### src/rtl/adder_pkg.sv
// Package: adder_pkg
// Shared definitions for the bit-serial adder: default operand width and
// the FSM state encoding used by serial_adder16.
package adder_pkg;

  localparam int DEFAULT_WIDTH = 16;

  typedef enum logic [1:0] {
    S_IDLE = 2'd0,
    S_ADD  = 2'd1,
    S_DONE = 2'd2
  } state_t;

endpackage

### src/rtl/serial_adder16_full_add1.sv
// Module: full_add1
// Purpose: single-bit combinational full adder, the only arithmetic cell of
//          the bit-serial adder. Port order (cout,sum,a,b,cin) matches the
//          companion full_sub1 cell of the subtractor.
// Ports:
//   cout  out  carry out
//   sum   out  sum bit
//   a     in   operand A bit
//   b     in   operand B bit
//   cin   in   carry in
module full_add1 (
  output logic cout,
  output logic sum,
  input  logic a,
  input  logic b,
  input  logic cin
);

  assign sum  = a ^ b ^ cin;
  assign cout = (a & b) | (cin & (a ^ b));

endmodule

### src/rtl/serial_adder16.sv
// Module: serial_adder16
// Purpose: bit-serial ripple adder. Adds two WIDTH-bit operands plus a
//          carry-in, one bit per clock, LSB first, through one full_add1 cell.
//          A start/busy/done handshake talks to the sequencing logic.
// Ports:
//   clk    in   clock, rising edge
//   rst    in   synchronous active-high reset
//   start  in   request, accepted only when busy=0
//   in0    in   operand A, sampled on accepted start
//   in1    in   operand B, sampled on accepted start
//   cin    in   carry-in, sampled on accepted start
//   busy   out  high while the addition is in progress
//   done   out  one-cycle pulse when sum/cout/ovf become valid
//   sum    out  result, stable from done until the next accepted start
//   cout   out  carry out of the MSB
//   ovf    out  signed overflow (carry into MSB xor carry out of MSB)
module serial_adder16
  import adder_pkg::*;
#(
  parameter int WIDTH = DEFAULT_WIDTH
) (
  input  logic             clk,
  input  logic             rst,
  input  logic             start,
  input  logic [WIDTH-1:0] in0,
  input  logic [WIDTH-1:0] in1,
  input  logic             cin,
  output logic             busy,
  output logic             done,
  output logic [WIDTH-1:0] sum,
  output logic             cout,
  output logic             ovf
);

  localparam int CW = $clog2(WIDTH);
  localparam logic [CW-1:0] LAST_BIT = CW'(WIDTH - 1);

  state_t           state;
  logic [WIDTH-1:0] a_reg;
  logic [WIDTH-1:0] b_reg;
  logic [CW-1:0]    cnt;
  logic             carry;
  logic             bit_sum;
  logic             bit_cout;

  full_add1 u_fa (
    .cout (bit_cout),
    .sum  (bit_sum),
    .a    (a_reg[0]),
    .b    (b_reg[0]),
    .cin  (carry)
  );

  // Control FSM and datapath. The result bit enters at the sum MSB so that
  // after WIDTH shifts bit 0 of the result has reached sum[0]. On the last
  // bit the carry register still holds the carry into the MSB, which is what
  // the signed overflow needs alongside the MSB carry out.
  always_ff @(posedge clk) begin
    if (rst) begin
      state <= S_IDLE;
      a_reg <= '0;
      b_reg <= '0;
      cnt   <= '0;
      carry <= 1'b0;
      sum   <= '0;
      cout  <= 1'b0;
      ovf   <= 1'b0;
      busy  <= 1'b0;
      done  <= 1'b0;
    end else begin
      case (state)
        S_IDLE, S_DONE: begin
          done <= 1'b0;
          if (start) begin
            a_reg <= in0;
            b_reg <= in1;
            carry <= cin;
            cnt   <= '0;
            sum   <= '0;
            cout  <= 1'b0;
            ovf   <= 1'b0;
            busy  <= 1'b1;
            state <= S_ADD;
          end else begin
            state <= S_IDLE;
          end
        end

        S_ADD: begin
          a_reg <= a_reg >> 1;
          b_reg <= b_reg >> 1;
          sum   <= {bit_sum, sum[WIDTH-1:1]};
          carry <= bit_cout;
          cnt   <= cnt + CW'(1);
          if (cnt == LAST_BIT) begin
            cout  <= bit_cout;
            ovf   <= carry ^ bit_cout;
            cnt   <= '0;
            busy  <= 1'b0;
            done  <= 1'b1;
            state <= S_DONE;
          end
        end

        default: begin
          busy  <= 1'b0;
          done  <= 1'b0;
          state <= S_IDLE;
        end
      endcase
    end
  end

endmodule

### config.mk
export PLATFORM = sky130hd
export DESIGN_NAME = serial_adder16
export DESIGN_NICKNAME = d
export VERILOG_FILES = /design/src/rtl/adder_pkg.sv /design/src/rtl/serial_adder16_full_add1.sv /design/src/rtl/serial_adder16.sv
export SDC_FILE = /design/constraint.sdc
export NUM_CORES = 1
export LEC_CHECK = 0
export CORE_MARGIN = 8
export CORE_UTILIZATION = 25
export CTS_BUF_LIST = sky130_fd_sc_hd__clkbuf_8
export DETAILED_ROUTE_END_ITERATION = 7
export PLACE_DENSITY_LB_ADDON = 0.05
export SYNTH_ARGS = -nofsm -noshare
export SYNTH_HDL_FRONTEND = slang
export SYNTH_SLANG_ARGS = --single-unit
### constraint.sdc
create_clock -name clk -period 1.2 [get_ports clk]
set_clock_uncertainty 0.1 [all_clocks]
set_input_delay 0.24 -clock clk [delete_from_list [all_inputs] [get_ports clk]]
set_output_delay 0.24 -clock clk [all_outputs]
set_load 0.01 [all_outputs]
# Yosys cells after proc, flatten, opt, wreduce, memory -nomap -nowiden
# Index checks and enable logic that the tools add are counted.
[word_totals] ff_bits=59 inputBits=36 output_inout_bits=20 elab_cells=52
[classes] n_addsub=1 eq_ne=5 muxes=22 bitwise_logic=7 n_reduce_logical=7
[ops] operator="case mux 16 bit (2 select lines)" n=3
[ops] operator="2-to-1 mux 16 bit" n=3
[ops] operator="2-to-1 mux 4 bit" n=2
[ops] operator="case mux 1 bit (2 select lines)" n=4
[ops] operator="case mux 4 bit (2 select lines)" n=1
[ops] operator="2-to-1 mux 1 bit" n=7
[ops] operator="adder 4 x 1 -> 4 bit (second input constant)" n=1
[ops] operator="equality test 4 bit (second input constant)" n=1
[ops] operator="inequality test 2 bit (second input constant)" n=2
[ops] operator="case mux 2 bit (2 select lines)" n=1
[ops] operator="AND reduction 2 bit" n=2
[ops] operator="OR reduction 2 bit" n=2
[ops] operator="AND reduction 3 bit" n=1
[ops] operator="XOR 1 bit" n=3
[ops] operator="bitwise AND 1 bit" n=2
[ops] operator="equality test 2 x 1 -> 1 bit (second input constant)" n=1
[ops] operator="equality test 2 bit (second input constant)" n=1
[ops] operator="zero test 2 bit" n=1
[ops] operator="2-to-1 mux 2 bit" n=1
[ops] operator="nonzero test 2 bit" n=1
[ops] operator="inverter 1 bit" n=1
[ops] operator="OR 1 bit" n=1

# Logic depth before layout (Yosys ltp)
[depth] ltp_word=6 ltp_mapped=6 depth_no_buf=4

# Modules after synthesis
# From an unflattened synthesis, not the netlist that was laid out.
[hier_totals] cells_unflattened=289 area_unflattened_um2=2411.1
[by_module_without_submodules] module="serial_adder16" n_inst=1 cells_each=288 area_per_inst_um2=2391.0
[by_module_without_submodules] module="full_add1" n_inst=1 cells_each=1 area_per_inst_um2=20.0

# Least setup slack after synthesis
# No wires, ideal clock.
[synth_path] path_kind="flip-flop to flip-flop" startpoint="register cnt[0]" endpoint="register cnt[0]" arrival_ps=1170 path_slack_ps=-140 stages_incl_launch_ff=5 synth_period_minus_slack_ps=1340 cell_sequence="dfxtp_1 ha_1 and3_1 or3_1 a21oi_1"
[synth_between] elab_chain_len=3 elab_cells_between_ends=4
[synth_lines] item="from (decl)" line="serial_adder16.sv:41" rtl="logic [CW-1:0] cnt;"
[synth_lines] item="from (signal assigned)" line="serial_adder16.sv:94" rtl="cnt <= cnt + CW'(1);"
[synth_lines] item="adder 4 x 1 -> 4 bit / equality test 4 bit (equally long branches)" line="serial_adder16.sv:94, serial_adder16.sv:95"
[synth_lines] item="2-to-1 mux 4 bit (*)" line="serial_adder16.sv:95" rtl="if (cnt == LAST_BIT) begin"
[synth_lines] item="case mux 4 bit (2 select lines) (*)" line="serial_adder16.sv:71" rtl="case (state)"
# Mark *: on every way between the ends. The rest lies on a longest branch, timed or not.
# A chain may end at the register's enable or synchronous reset.

# Worst setup path after layout
[layout_path] startpoint="register state[0]" endpoint="register cnt[3]"
[layout_between] elab_chain_len=4 elab_cells_between_ends=8
[layout_lines] item="from (decl)" line="serial_adder16.sv:38" rtl="state_t state;"
[layout_lines] item="from (signal assigned)" line="serial_adder16.sv:60" rtl="state <= S_IDLE;"
[layout_lines] item="from (signal assigned)" line="serial_adder16.sv:83" rtl="state <= S_ADD;"
[layout_lines] item="from (signal assigned)" line="serial_adder16.sv:85" rtl="state <= S_IDLE;"
[layout_lines] item="equality test 2 bit / zero test 2 bit (equally long branches)" line="serial_adder16.sv:71"
[layout_lines] item="OR reduction 2 bit" line="serial_adder16.sv:71"
[layout_lines] item="inequality test 2 bit (no source line) / nonzero test 2 bit (equally long branches)"
[layout_lines] item="AND reduction 2 bit (no source line)"
# Parallel ways exist; a longest one is shown, timed or not.

==> impl_metrics.yaml <==
status:
  outcome: "finished, violations left"
  violations: "negative setup slack"
synth:
  synth.cell_area_sq_um: 2430
  synthArstFlopShare_pct: 0
  ys_seq_area_share_pct: 48.6
  avgSynthCellArea_sq_um: 8.50
  synth.most_common_cell: "dfxtp_1"
  synth_top_area_cell: "dfxtp_1"
  synthCells: 286
  synth_warnings: 0
  synth_fp_nets: 324
  yosys_register_bits: 59
  ys_top_cells_by_area: "dfxtp_1 (49%), nor3_1 (8.4%), nand2_1 (6.3%)"
  synth.distinct_cells: 27
  synth.top_cell.area_share_pct: 48.6
  synth_common_cells: "dfxtp_1 (59), nand2_1 (41), nor3_1 (41), nand3_1 (30), a21oi_1 (23)"
  synth-main-ff-cell: "dfxtp_1"
  synth-edff-count: 0
floorplanning:
  ios: 56
  rows: 36
  core-area_sq_um: 9590
  die_y_um: 115
  start_util_pct: 25.4
  dieArea_sq_um: 13100
  die_x_um: 115
timing:
  finalSetupViolCount: 54
  grt_setup_unrepaired: "true"
  slew_viol_final: 0
  tightest_slew_ns: 0.264
  period_share_pct: 113
  slew_headroom_pct: 82.4
  timing.fmax_mhz: 737
  setup_tns_ns: -4.20
  fin_ws_ns: -0.157
  hold_slack_ns: 0.183
  timing.final.hold_violations: 0
  min_period_ns: 1.36
layout:
  area_delta_synth_final_pct: 60.5
  drive_above_1_share_pct: 36.9
  final_area_sq_um: 3910
  nFillCells: 993
  antenna_cells: 0
  layout.nets: 407
global_route:
  grtUsageTotal_pct: 11.3
  grt_max_degree: 52
  grt_overflow_total: 0
  antenna_found_initial: 0
  grt_pass1_wl_mm: 11.7
  grt_pass1_vias: 2305
clock_network:
  clkTransAtPathRegs_ns: 0.07
  htree_num_levels: 3
  clkSinkCount: 59
  clockRootBuffer: "clkbuf_8"
  worstSkewPairLatency_ns: 0.33
  tritoncts: "yes"
  cts_made_buffers: 9
  cts_max_path_buffers: 2
  hold_buffers: 0
worst_setup_path:
  critPathLaunchType: "register"
  worstPathCellList: "nor2b_4, buf_12, clkbuf_16, nand4_1, a31oi_1"
  r2r_slack_ns: -0.16
  crit_path_end_kind: "register"
  critPathTopFamily: "flip-flops"
  cp_num_buf_inv: 2
  crit_required_ns: 1.36
  critPathMaxFanout: 7
  crit_type: "register to register"
  cp.arrival_ns: 1.52
  slowest_stage: "dfxtp_4"
  critPathMaxStageDelay_ns: 0.40
drt:
  drt-initial-drc-count: 100
  dr.pass1.iters: 4
  drc_errors: 0
  wl_mm: 7.59
  vias: 2363
  via_per_inst: 4.66
  wl_per_cell_um: 15.0
  ant_nets: 0
place:
  dp_slack_ns: -0.439
  dp_hpwl_mm: 4.35
  numPortBuffers: 55
  place_area_sq_um: 3340
  gp_congestion: 0.692
pwr:
  power_density_nw_per_um2: 1210
  leakage_uw: 0.00151
  totalPowerFinal_uw: 4730
  irDropWorstVdd_mv: 0.440
job:
  maxCapViolCount: 0
min_path:
  hp-class: "input port to register"
-- layout by cell type, fill, tap and decap left out, types with 2 or more instances in the layout --
master / netlist / final
dfxtp_2: 0 / 15
a311oi_1: 9 / 8
buf_16: 0 / 3
nand2b_4: 0 / 2
or3_1: 2 / 2
a31oi_1: 3 / 3
a21oi_1: 23 / 19
clkbuf_16: 0 / 4
o22ai_2: 0 / 7
nand2_1: 41 / 37
dfxtp_1: 59 / 43
a311oi_2: 2 / 3
nand2_2: 0 / 3
a21oi_2: 0 / 4
nor3_2: 0 / 2
clkbuf_8: 0 / 11
nor2b_4: 0 / 2
buf_6: 5 / 6
nand3_1: 30 / 19
buf_8: 0 / 2
buf_4: 8 / 25
inv_1: 0 / 3
o22ai_1: 19 / 12
nor3_1: 41 / 39
nor2_1: 14 / 14
nand3_2: 0 / 10
clkinv_2: 0 / 2
clkdlybuf4s50_1: 0 / 33
buf_12: 0 / 10
buf_2: 11 / 18
-- layer usage --
metal | routed length (um) | GRT usage [%] | vias to the layer above
li1 | - | - | 1195
met4 | 53 | 3.73 | 0
met3 | 307 | 3.80 | 4
met2 | 3590 | 17.5 | 46
met5 | 0 | 0 | -
met1 | 3640 | 14.4 | 1118
-- logic make-up (layout without fill, tap and decap cells) --
kind of cell             after synthesis  in the layout  synth area share, %
AO/OA/AOI/OAI                         59             59                 16.0
buffers and inverters                 30            118                 7.97
AND/OR/NAND/NOR                      134            134                 25.2
adder cells (fa/ha/maj)                2              2                 1.34
flip-flops                            59             59                 48.6
XOR/XNOR                               1              1                0.360
multiplexers                           1              1                0.617
-- power by group --
part,internal (uW),total (uW),switching [uW]
clock,833,1600,764
combinational,526,965,439
sequential,2090,2160,79.1
total,3440,4730,1280
-- stage by stage --
stage          cells  utilization, %
6_report         507            40.7
5_1_grt          507            40.7
4_1_cts          497            37.7
3_5_place_dp     477            34.9
3_3_place_gp     477            34.9
2_1_floorplan    286               -
-- final cells by class --
class                   count  area [sq um]  area share (%)
clock buffers              11           151            3.88
flip-flops and latches     59          1200            30.8
repair buffers            102          1100            28.1
well taps                 133           166            4.26
multi-input cells         197          1260            32.4
clock inverters             5          21.3           0.545
-- path summary, 6_finish.rpt --
path | start | to | cells past startpoint
min reg2reg | sum[8] | sum[8] | 2
max reg2reg | state[0] | cnt[3] | 5
max | state[0] | cnt[3] | 5
min | rst | b_reg[10] | 3
-- worst reg2reg max path, cell delays in order, from the launching register on --
cell and delay [ns]:
dfxtp_4 0.40, nor2b_4 0.28, buf_12 0.15, clkbuf_16 0.15, nand4_1 0.08, a31oi_1 0.13
-- timing repair --
| action | 4_1_cts | 5_1_grt |
|---|---|---|
| pin swaps | 13 | 20 |
| resized for setup | 110 | 29 |
| endpoints found under the setup margin | 64 | 60 |
| hold endpoints to repair | 0 | 0 |
| setup buffers | 1 | 5 |
| cloned | 3 | 5 |
Note: power is estimated with default switching activity, not from simulation.
